--- src/rtl/vram_fetch.sv ---
// Framebuffer scan-out stage: fetches RGB332 pixels from a synchronous VRAM along the
// raster, applies integer pixel replication and emits 8:8:8 colour with timing delayed 2 cycles.
module vram_fetch #(
    parameter int unsigned H_ACTIVE = 256,
    parameter int unsigned XSCALE   = 2,
    parameter int unsigned YSCALE   = 2,
    parameter int unsigned ADDR_W   = 16
) (
    input  logic              pclk,
    input  logic              reset,
    input  logic              de_in,
    input  logic              hs_in,
    input  logic              vs_in,
    input  logic              hblank_in,
    input  logic              vblank_in,
    input  logic [ADDR_W-1:0] base_addr,
    input  logic              enable,
    input  logic [7:0]        bg,
    output logic [ADDR_W-1:0] vram_addr,
    output logic              vram_rd,
    input  logic [7:0]        vram_data,
    output logic [7:0]        r,
    output logic [7:0]        g,
    output logic [7:0]        b,
    output logic              de,
    output logic              hs,
    output logic              vs,
    output logic              hblank,
    output logic              vblank,
    output logic [7:0]        frame_cnt
);

    localparam int unsigned SRC_W    = H_ACTIVE / XSCALE;
    localparam int unsigned TIM_W    = 5;
    localparam int unsigned RGB_W    = 24;
    localparam logic [1:0]  X_LAST   = 2'(XSCALE - 1);
    localparam logic [1:0]  Y_LAST   = 2'(YSCALE - 1);
    localparam logic [ADDR_W-1:0] SRC_STEP = ADDR_W'(SRC_W);

    // Timing bit order in the delay pipe: {de, hs, vs, hblank, vblank}
    localparam int unsigned TIM_DE = 4;

    logic [ADDR_W-1:0] addr_q, addr_d;
    logic [ADDR_W-1:0] line_base_q, line_base_d;
    logic [1:0]        x_sub_q, x_sub_d;
    logic [1:0]        y_sub_q, y_sub_d;
    logic              de_d_q, vs_d_q;
    logic [7:0]        frame_cnt_q, frame_cnt_d;
    logic [TIM_W-1:0]  tim1_q, tim1_d;
    logic [TIM_W-1:0]  tim2_q;
    logic [RGB_W-1:0]  rgb_q, rgb_d;

    logic              frame_start_c;
    logic              line_end_c;
    logic [7:0]        pix_c;

    function automatic logic [RGB_W-1:0] expand332(input logic [7:0] p);
        return {p[7:5], p[7:5], p[7:6],
                p[4:2], p[4:2], p[4:3],
                p[1:0], p[1:0], p[1:0], p[1:0]};
    endfunction

    assign frame_start_c = vs_in & ~vs_d_q;
    assign line_end_c    = ~de_in & de_d_q;

    assign vram_addr = addr_q;
    assign vram_rd   = de_in;

    // Fetch address walk; frame start overrides a coincident line end.
    always_comb begin
        addr_d      = addr_q;
        line_base_d = line_base_q;
        x_sub_d     = x_sub_q;
        y_sub_d     = y_sub_q;
        frame_cnt_d = frame_cnt_q;
        if (frame_start_c) begin
            addr_d      = base_addr;
            line_base_d = base_addr;
            x_sub_d     = 2'd0;
            y_sub_d     = 2'd0;
            frame_cnt_d = frame_cnt_q + 8'd1;
        end else if (line_end_c) begin
            x_sub_d = 2'd0;
            if (y_sub_q == Y_LAST) begin
                y_sub_d     = 2'd0;
                line_base_d = line_base_q + SRC_STEP;
                addr_d      = line_base_q + SRC_STEP;
            end else begin
                y_sub_d = y_sub_q + 2'd1;
                addr_d  = line_base_q;
            end
        end else if (de_in) begin
            if (x_sub_q == X_LAST) begin
                x_sub_d = 2'd0;
                addr_d  = addr_q + ADDR_W'(1);
            end else begin
                x_sub_d = x_sub_q + 2'd1;
            end
        end
    end

    // Colour stage: data from VRAM (or background) gated by the first timing stage.
    always_comb begin
        tim1_d = {de_in, hs_in, vs_in, hblank_in, vblank_in};
        pix_c  = enable ? vram_data : bg;
        rgb_d  = tim1_q[TIM_DE] ? expand332(pix_c) : '0;
    end

    always_ff @(posedge pclk) begin
        if (reset) begin
            addr_q      <= '0;
            line_base_q <= '0;
            x_sub_q     <= 2'd0;
            y_sub_q     <= 2'd0;
            de_d_q      <= 1'b0;
            vs_d_q      <= 1'b0;
            frame_cnt_q <= 8'd0;
            tim1_q      <= '0;
            tim2_q      <= '0;
            rgb_q       <= '0;
        end else begin
            addr_q      <= addr_d;
            line_base_q <= line_base_d;
            x_sub_q     <= x_sub_d;
            y_sub_q     <= y_sub_d;
            de_d_q      <= de_in;
            vs_d_q      <= vs_in;
            frame_cnt_q <= frame_cnt_d;
            tim1_q      <= tim1_d;
            tim2_q      <= tim1_q;
            rgb_q       <= rgb_d;
        end
    end

    assign r         = rgb_q[23:16];
    assign g         = rgb_q[15:8];
    assign b         = rgb_q[7:0];
    assign de        = tim2_q[4];
    assign hs        = tim2_q[3];
    assign vs        = tim2_q[2];
    assign hblank    = tim2_q[1];
    assign vblank    = tim2_q[0];
    assign frame_cnt = frame_cnt_q;

endmodule
--- config.mk ---
export PLATFORM = sky130hd
export DESIGN_NAME = vram_fetch
export DESIGN_NICKNAME = d
export VERILOG_FILES = /design/src/rtl/vram_fetch.sv
export SDC_FILE = /design/constraint.sdc
export NUM_CORES = 1
export LEC_CHECK = 0
export BUFFER_PORTS_ARGS = -buffer_cell sky130_fd_sc_hd__buf_2
export CAP_MARGIN = 10
export CORE_MARGIN = 2
export CORE_UTILIZATION = 55
export CTS_CLUSTER_DIAMETER = 150
export DETAILED_ROUTE_END_ITERATION = 16
export HOLD_SLACK_MARGIN = 0.12
export PLACE_DENSITY_LB_ADDON = 0.2
export SYNTH_ARGS = -nofsm -noshare
export SYNTH_HDL_FRONTEND = slang
export SYNTH_SLANG_ARGS = --single-unit
--- constraint.sdc ---
create_clock -name pclk -period 3.67 [get_ports pclk]
set_clock_uncertainty 0.1 [all_clocks]
set_input_delay 0.5505 -clock pclk [delete_from_list [all_inputs] [get_ports pclk]]
set_output_delay 0.5505 -clock pclk [all_outputs]
set_load 0.01 [all_outputs]
==> metrics, run 1 <==
period utilisation layout 0.646; final setup violation count 0; initial core utilization 0.564; Lkg Pwr 1.58 nW; crit path capture type flip-flop; placed cell count 482; status finished clean; clk_lat worst skew 0.34 ns; CTS sink cnt 62; worst-path maximum fanout 18; met1 Track Usage GR 0.298; Post-synth EDFFs 0; Finished Core Util 0.661; WP data required 3.79 ns; Power Total 1.58 mW; Power Density 440 nW/um^2; die width 78.7 um; clock network fraction of total power 0.422; Comb power frac 0.116; post-CTS sizing 0; slew margin rel. 0.348; Fmax 0.422 GHz; Via-to-Cell Ratio between 5 and 6; DR iter-0 viols 243; cell area after layout 3590 um^2; Final min period about 2.4 ns; Hold Violations, Final 0; synth top area cells dfxtp_1 40%, a21oi_1 5.2%, nand2_1 4.9%; Avg Cell Area, Syn 8.69 um^2; measured slew at the worst slew-check pin 0.978 ns; switching part of the total 0.253; initial antenna violation count 0; biggest area consumer among synthesized cells dfxtp_1; M2 GR Usage 0.388; vias about 2800; Primary FF master, synth dfxtp_1; ratio of cells with drive above 1 in the final layout 0.291; first-pass GRT wire length ~11 mm; TritonCTS Buffers 9; # rows 27; Startpoint Class flip-flop; Netlist cell types 56; Max IR drop VDD 0.000349 V; TNS Setup 0 ns; Buffers on Ports 93; die area 6190 um^2; NetSw 400 uW; Synth Cell Area 3070 um^2; largest net degree at the start of global routing 54; max-cap violation count 0; register share of total power 0.462; synthesized flop and latch total between 60 and 70; setup ws final 1.30 ns; Slew Limit Fails 0; most frequent cells in the layout 93 x buf_2, 62 x dfxtp_1, 40 x nand2_1; Antenna Nets Post-Route 0; DP Worst Slack 1.11 ns; top-area cell type share of the netlist area 0.405; 1st-pass router iterations 4; asr flop ratio synth 0; hold_buf cts 0; DRC errors left 0; Routed WL 7.13 mm; Inserted Diodes 0; Crit Path Category reg2reg; root buf cell clkbuf_8; Overall Global Routing Usage 0.236; Synthesized Nets 396; met3 Usage GRT 0.0632; Cell Count, Final, Fillers Out about 500; unrepaired setup endpoints after global routing no; CP arrival 2.49 ns; fill count between 400 and 500; Max Buffers Root-to-Sink 2; I/O pins 94; Seq/Total Area, Yosys 0.405; core area 5440 um^2; commonest non-fill, non-tap cell in the layout buf_2; Area Overhead vs Synth 17.2%; total congestion overflow 0; die span in y 78.7 um; Hold WC Path Type in2reg; Int Pwr around 1.2 mW; nets 464; Synth warnings 0; H-tree Lvls 3; Placed Area 3370 um^2; Hold Slack about 0.32 ns; routability cong. 0.860; drt wl/cell 14.3 um; Synth Instances 353; busiest layer in global routing met2; vias in the first global route 2439; post-detail-place hpwl 5.02 mm; post-CTS setup buffer count 0; CTS tree yes; clock transition at the registers of the reported paths 0.07 ns
==> kinds of logic (layout without fill, tap and decap cells) <==
| group | after synthesis | in the layout | synth area share |
|---|---|---|---|
| DFF | 62 | 62 | 0.405 |
| adders and majority gates | 3 | 3 | 0.0122 |
| muxes | 13 | 13 | 0.0428 |
| buffers and inverters | 40 | 113 | 0.0889 |
| and+or+nand+nor | 138 | 138 | 0.230 |
| xor gates and xnor gates | 15 | 15 | 0.0428 |
| AOI/OAI and AO/OA | 82 | 82 | 0.179 |
==> metal layers <==
layer,vias to the layer above,part of all wire,wire length (um)
met5,-,0,0
met4,0,0.015,106
met3,11,0.082,587
met2,130,0.45,3240
met1,1307,0.45,3200
li1,1377,-,-
==> synthesized netlist by cell type, drive strengths merged, types with 8 or more instances <==
master	number
nand3	9
dfxtp	62
nor2	33
nor2b	12
buf	25
nand2	40
a21oi	32
xnor2	9
mux2i	12
a211oi	9
clkbuf	12
o21ai	8
nor3	12
==> critical path, cell delays in order (launching register included) <==
cell	delay [ns]
dfxtp_1	0.37
nand2b_1	0.56
nand3_1	0.65
o21bai_1	0.36
or2_2	0.15
o22ai_1	0.06
==> sequential cells by signal (all words and copies together), names as in the netlist <==
register and flops:
line_base_q 16, vram_addr 16, frame_cnt 8, rgb_q 8, tim2_q 5, tim1_q 4, x_sub_q 2, y_sub_q 2
de_d_q 1
==> path summary, 6_finish.rpt <==
path	depth (start not counted)	start	to	slack, ns
max reg2reg	5	tim1_q[2]$_SDFF_PP0_	vram_addr[15]$_SDFFE_PP0P_	1.30
max	5	tim1_q[2]$_SDFF_PP0_	vram_addr[15]$_SDFFE_PP0P_	1.30
min reg2reg	2	x_sub_q[1]$_SDFFE_PP0P_	x_sub_q[1]$_SDFFE_PP0P_	0.34
min	2	hblank_in	tim1_q[1]$_SDFF_PP0_	0.32
==> power by group through the flow <==
stage               logic (mW)  clock network, mW  registers (mW)
finish                   0.183              0.667           0.730
global route             0.202              0.720           0.734
CTS                      0.183              0.677           0.729
detailed placement       0.183                  0           0.744
global placement         0.180                  0           0.743
floorplan                0.128                  0           0.747
==> layout make-up <==
cell class                      instances  area (um^2)  area share
Multi-Input combinational cell        251         1560       0.433
Sequential cell                        62         1240       0.345
Timing Repair Buffer                   94          473       0.132
Clock buffer                           10          138      0.0383
Tap cell                               72         90.1      0.0251
Clock inverter                          6         85.1      0.0237
Inverter                                3         11.3     0.00313
No activity file was read; power rests on OpenSTA's default activity.
==> run 2: changes to the inputs <==
--- a/config.mk
+++ b/config.mk
@@ -8,7 +8,7 @@
 export BUFFER_PORTS_ARGS = -buffer_cell sky130_fd_sc_hd__buf_2
 export CAP_MARGIN = 10
 export CORE_MARGIN = 2
-export CORE_UTILIZATION = 55
+export CORE_UTILIZATION = 51
 export CTS_CLUSTER_DIAMETER = 150
 export DETAILED_ROUTE_END_ITERATION = 16
 export HOLD_SLACK_MARGIN = 0.12
==> constraint.sdc (replaced) <==
create_clock -name pclk -period 2.5 [get_ports pclk]
set_clock_uncertainty 0.1 [all_clocks]
set_input_delay 0.375 -clock pclk [delete_from_list [all_inputs] [get_ports pclk]]
set_output_delay 0.375 -clock pclk [all_outputs]
set_load 0.01 [all_outputs]
==> metrics, run 2 (same netlist as run 1, synthesis figures left out) <==
H-tree Lvls 3; period utilisation layout 0.849; ratio of cells with drive above 1 in the final layout 0.294; vias in the first global route 2393; total congestion overflow 0; WP data required 2.63 ns; Power Density 595 nW/um^2; Crit Path Category reg2reg; Via-to-Cell Ratio 5.54; post-CTS sizing 0; die width 81.5 um; Inserted Diodes 0; largest net degree at the start of global routing 35; worst-path maximum fanout 5; first-pass GRT wire length 11.4 mm; crit path capture type flip-flop; Register-to-Register Path Depth 6; Buffers on Ports 93; DRC errors left 0; Hold Path Stages 2; Fmax 0.471 GHz; Slew Limit Fails 0; Hold WC Path Type in2reg; CP arrival ~2.3 ns; unrepaired setup endpoints after global routing no; initial core utilization 0.524; TritonCTS Buffers 9; fill count 527; Startpoint Class flip-flop; routability cong. 0.876; Overall Global Routing Usage 0.224; measured slew at the worst slew-check pin 0.898 ns; max-cap violation count 0; clk_lat worst skew 0.33 ns; DR iter-0 viols 181; Area Overhead vs Synth 16.9%; I/O pins 94; Routed WL between 7 and 8 mm; Lkg Pwr 1.59 nW; status finished clean; DP Worst Slack roughly 0.42 ns; Final min period 2.12 ns; TNS Setup 0 ns; worst reg2reg endpoint vram_addr[10]$_SDFFE_PP0P_; vias between 2000 and 3000; nets between 400 and 500; post-detail-place hpwl around 5.2 mm; Max IR drop VDD roughly 0.00034 V; commonest non-fill, non-tap cell in the layout buf_2; Hold Startpoint hs_in; Max Buffers Root-to-Sink 2; R2R Path Start vram_addr[0]$_SDFFE_PP0P_; die area roughly 6600 um^2; CTS tree yes; r2r setup slk ~0.38 ns; setup ws final 0.378 ns; slew margin rel. 0.399; final setup violation count 0; initial antenna violation count 0; Antenna Nets Post-Route 0; drt wl/cell ~14 um; 1st-pass router iterations 4; root buf cell clkbuf_8; most frequent cells in the layout 93 x buf_2, 62 x dfxtp_1, 40 x nand2_1; hold_buf cts 0; post-CTS setup buffer count 0; # rows 28; Worst Hold End tim1_q[3]$_SDFF_PP0_; Hold Violations, Final 0; die span in y 81.5 um; clock transition at the registers of the reported paths 0.07 ns; core area 5850 um^2; CTS sink cnt 62
==> run 2: cell count changes in the layout (fill, tap and decap cells not counted), sizes merged <==
cell      delta
buf          +5
bufinv       -2
clkbuf       +3
clkinv       -1
clkinvlp     -2
==> run 2: worst max path at each step <==
| stage | from | end | slack [ns] | cells after the start |
|---|---|---|---|---|
| 6_report | vram_addr[0]$_SDFFE_PP0P_ | vram_addr[10]$_SDFFE_PP0P_ | 0.38 | 6 |
| 4_1_cts | vram_addr[0]$_SDFFE_PP0P_ | vram_addr[10]$_SDFFE_PP0P_ | 0.40 | 6 |
| 5_1_grt | vram_addr[0]$_SDFFE_PP0P_ | vram_addr[10]$_SDFFE_PP0P_ | 0.24 | 6 |
| 3_3_place_gp | vs_in | vram_addr[6]$_SDFFE_PP0P_ | 0.49 | 6 |
| 3_5_place_dp | vram_addr[0]$_SDFFE_PP0P_ | vram_addr[10]$_SDFFE_PP0P_ | 0.42 | 6 |
| 2_1_floorplan | vram_addr[0]$_SDFFE_PP0P_ | vram_addr[12]$_SDFFE_PP0P_ | 0.69 | 6 |
==> run 2: metrics by stage <==
| step | utilization | total power, mW | instance area (um^2) | hold WS, ns | std cells |
|---|---|---|---|---|---|
| 3_5_place_dp | 0.583 | 1.37 | 3410 | 0.327 | 490 |
| 6_report | 0.613 | 2.13 | 3590 | 0.157 | 504 |
| 3_3_place_gp | 0.583 | 1.36 | 3410 | 0.316 | 490 |
| 5_1_grt | 0.613 | 2.24 | 3590 | 0.159 | 504 |
| 2_1_floorplan | - | 1.28 | 3070 | 0.313 | 353 |
| 4_1_cts | 0.613 | 2.15 | 3590 | 0.149 | 504 |
==> run 2: final cells by class <==
| cell class | count | area, um^2 | area share |
|---|---|---|---|
| tap | 75 | 93.8 | 0.0262 |
| clock buffer | 13 | 169 | 0.0471 |
| multi-input combinational | 251 | 1560 | 0.434 |
| clock inverter | 1 | 5.00 | 0.00140 |
| sequential | 62 | 1240 | 0.346 |
| inverter | 3 | 11.3 | 0.00314 |
| timing repair buffer | 99 | 510 | 0.142 |
==> run 2: critical path, stage by stage, from the launching register on <==
cell	delay, ns
dfxtp_1	0.40
ha_1	0.26
nand4_1	0.23
nor2_1	0.33
a21oi_1	0.13
a311o_1	0.32
a211oi_1	0.26
==> run 2: report_power, final <==
group,switching (mW),leakage (nW),internal (mW)
combinational,0.155,0.991,0.124
sequential,0.0402,0.507,1.03
clock,0.355,0.0914,0.429
==> run 2: per-layer routing <==
| metal | routed length, um | track usage | part of all wire | up-vias |
|---|---|---|---|---|
| met4 | 92 | 0.0864 | 0.013 | 0 |
| met2 | 3430 | 0.367 | 0.47 | 96 |
| met5 | 0 | 0 | 0 | - |
| met1 | 3200 | 0.291 | 0.44 | 1297 |
| met3 | 510 | 0.0440 | 0.070 | 10 |
| li1 | - | - | - | 1390 |
==> run 3: changes to the inputs <==
--- a/config.mk
+++ b/config.mk
@@ -5,10 +5,11 @@
 export SDC_FILE = /design/constraint.sdc
 export NUM_CORES = 1
 export LEC_CHECK = 0
+export ABC_AREA = 1
 export BUFFER_PORTS_ARGS = -buffer_cell sky130_fd_sc_hd__buf_2
 export CAP_MARGIN = 10
 export CORE_MARGIN = 2
-export CORE_UTILIZATION = 51
+export CORE_UTILIZATION = 46
 export CTS_CLUSTER_DIAMETER = 150
 export DETAILED_ROUTE_END_ITERATION = 16
 export HOLD_SLACK_MARGIN = 0.12
==> constraint.sdc (replaced) <==
create_clock -name pclk -period 1.9 [get_ports pclk]
set_clock_uncertainty 0.1 [all_clocks]
set_input_delay 0.285 -clock pclk [delete_from_list [all_inputs] [get_ports pclk]]
set_output_delay 0.285 -clock pclk [all_outputs]
set_load 0.01 [all_outputs]
==> metrics, run 3 <==
Netlist cell types 32; Worst path slowest cell dlygate4sd3_1; Primary FF master, synth dfxtp_1; Area Overhead vs Synth 28.4%; status finished clean; commonest cells in the netlist 115 x nand2_1, 62 x dfxtp_1, 55 x inv_1, 53 x nor2_1, 30 x nand3_1; vias ~3200; Final min period 1.76 ns; 1st-pass router iterations 6; Synth Cell Area between 3000 and 4000 um^2; root buf cell clkbuf_8; I/O pins 94; TNS Setup 0 ns; Post-synth EDFFs 0; Crit path max-delay family buffers and inverters; Startpoint Class input port; WP data required 2.04 ns; CP max stage delay 0.52 ns; commonest non-fill, non-tap cell in the layout nand2_1; worst-path maximum fanout 23; max-cap violation count 0; core area 6420 um^2; Hold Slack 0.138 ns; first-pass GRT wire length 12.9 mm; Max Buffers Root-to-Sink 2; Overall Global Routing Usage 0.220; die span in y 86.2 um; CP arrival around 1.9 ns; Hold Violations, Final 0; busiest layer in global routing met2; H-tree Lvls 3; Lkg Pwr 1.97 nW; Comb power frac 0.135; measured slew at the worst slew-check pin around 0.53 ns; TritonCTS Buffers 9; register share of total power 0.460; asr flop ratio synth 0; period utilisation layout 0.926; M2 GR Usage 0.332; Crit Path Category in2reg; clock transition at the registers of the reported paths 0.07 ns; CP Cell Sequence dlygate4sd3_1 -> buf_2 -> inv_2 -> nor2_4 -> inv_4 -> nand2_8 -> inv_6 -> nand2_8 -> nand3_1 -> nor2_1 -> nor2_1; die area 7420 um^2; ratio of cells with drive above 1 in the final layout 0.235; clock network fraction of total power 0.405; biggest area consumer among synthesized cells dfxtp_1; Fmax 0.568 GHz; Max IR drop VDD 0.000518 V; Antenna Nets Post-Route 0; synth top area cells dfxtp_1 40%, nand2_1 14%, inv_1 6.6%; clk_lat worst skew 0.34 ns; Hold WC Path Type in2reg; met1 Track Usage GR 0.292; slew margin rel. 0.649; Buffers on Ports 93; Avg Cell Area, Syn about 6.9 um^2; Synth Instances 452; nets 599; unrepaired setup endpoints after global routing no; post-detail-place hpwl 5.68 mm; Via-to-Cell Ratio 5.00; NetSw 820 uW; initial antenna violation count 0; Int Pwr 2.28 mW; DR iter-0 viols 193; synthesized flop and latch total between 60 and 70; crit path capture type flip-flop; drt wl/cell 12.6 um; Slew Limit Fails 0; routability cong. 0.891; Power Density between 700 and 800 nW/um^2; met3 Usage GRT 0.0654; # rows 29; Seq/Total Area, Yosys 0.400; top-count cell post-synth nand2_1; top-area cell type share of the netlist area 0.400; DRC errors left 0; worst path bufs/invs 5; initial core utilization 0.484; die width 86.2 um; switching part of the total 0.265; Finished Core Util 0.621; CTS tree yes; Routed WL 8.06 mm; CTS sink cnt 62; Synthesized Nets 495; most frequent cells in the layout 115 x nand2_1, 93 x buf_2, 62 x dfxtp_1; total congestion overflow 0; vias in the first global route 2818; Synth warnings 0; largest net degree at the start of global routing 28; final setup violation count 0
-- run 3: changes by cell type after synthesis, moves of 7 or more --
cell / before / now
nand2_1: 40 / 115
inv_1: 3 / 55
nand3_1: 9 / 30
nor2_1: 32 / 53
o21ai_1: 0 / 16
mux2i_1: 12 / 0
nor2b_1: 12 / 0
a21oi_1: 32 / 23
o21ai_0: 8 / 17
xnor2_1: 9 / 1
a211oi_1: 7 / 0
nor3_1: 11 / 4
-- run 3: worst register-to-register path, stage by stage (launching register included) --
cell     delay (ns)
dfxtp_1        0.40
ha_1           0.20
nand2_1        0.08
nor2_2         0.13
nand2_1        0.14
nor2_2         0.20
nand3_1        0.10
nand2_1        0.07
nor2_1         0.04
nor2_1         0.08
nor2_1         0.04
-- run 3: cells by family (layout without fill, tap and decap cells) --
| family | count (synthesis) | after routing | share of synthesized area |
|---|---|---|---|
| and+or+nand+nor | 220 | 220 | 0.306 |
| xor gates and xnor gates | 2 | 2 | 0.00564 |
| other | 0 | 1 | 0 |
| AOI/OAI and AO/OA | 75 | 75 | 0.133 |
| buffers and inverters | 90 | 199 | 0.143 |
| DFF | 62 | 62 | 0.400 |
| adders and majority gates | 3 | 3 | 0.0121 |
-- run 3: power by group through the flow --
stage	logic (mW)	registers, mW	clock network (mW)
2_1_floorplan	0.243	1.46	0
3_3_place_gp	0.369	1.45	0
3_5_place_dp	0.375	1.45	0
4_1_cts	0.408	1.42	1.29
5_1_grt	0.473	1.43	1.34
6_report	0.418	1.43	1.26
-- run 3: per-stage QoR --
stage	cell area [um^2]	total power, mW	instances	setup WS, ns
4_1_cts	3940	3.12	636	0.0886
3_5_place_dp	3490	1.83	597	0.180
2_1_floorplan	3110	1.70	452	0.358
3_3_place_gp	3490	1.82	597	0.237
5_1_grt	3990	3.25	638	0.00549
6_report	3990	3.10	639	0.140
-- run 3: layer usage --
| layer | routed length (um) | share of wire |
|---|---|---|
| met1 | 3610 | 0.45 |
| met2 | 3740 | 0.46 |
| met3 | 543 | 0.067 |
| met4 | 164 | 0.020 |
| met5 | 0 | 0 |
-- run 3: cell type report --
class,instances,area (um^2)
diodes,1,2.50
clock buffers,10,128
clock inverters,6,86.3
fillers,587,2430
inverters,61,239
multi-input cells,300,1430
flip-flops and latches,62,1240
well taps,77,96.3
repair buffers,122,766
-- run 3: repair_timing --
item	in CTS	in global routing
gates resized for setup	0	2
setup buffers	0	2
hold endpoints to repair	15	0
setup endpoints to repair	0	10
hold buffers	23	0
-- run 3: path summary, 6_finish.rpt --
kind                                                start                          end  slack [ns]  cells past startpoint
worst max register to register  vram_addr[0]$_SDFFE_PP0P_   vram_addr[12]$_SDFFE_PP0P_        0.20                     10
worst max-delay path                                vs_in   vram_addr[13]$_SDFFE_PP0P_        0.14                     11
worst min-delay path                         base_addr[5]  line_base_q[5]$_SDFFE_PP0P_        0.14                      3
worst min register to register       tim1_q[0]$_SDFF_PP0_         tim2_q[0]$_SDFF_PP0_        0.30                      2
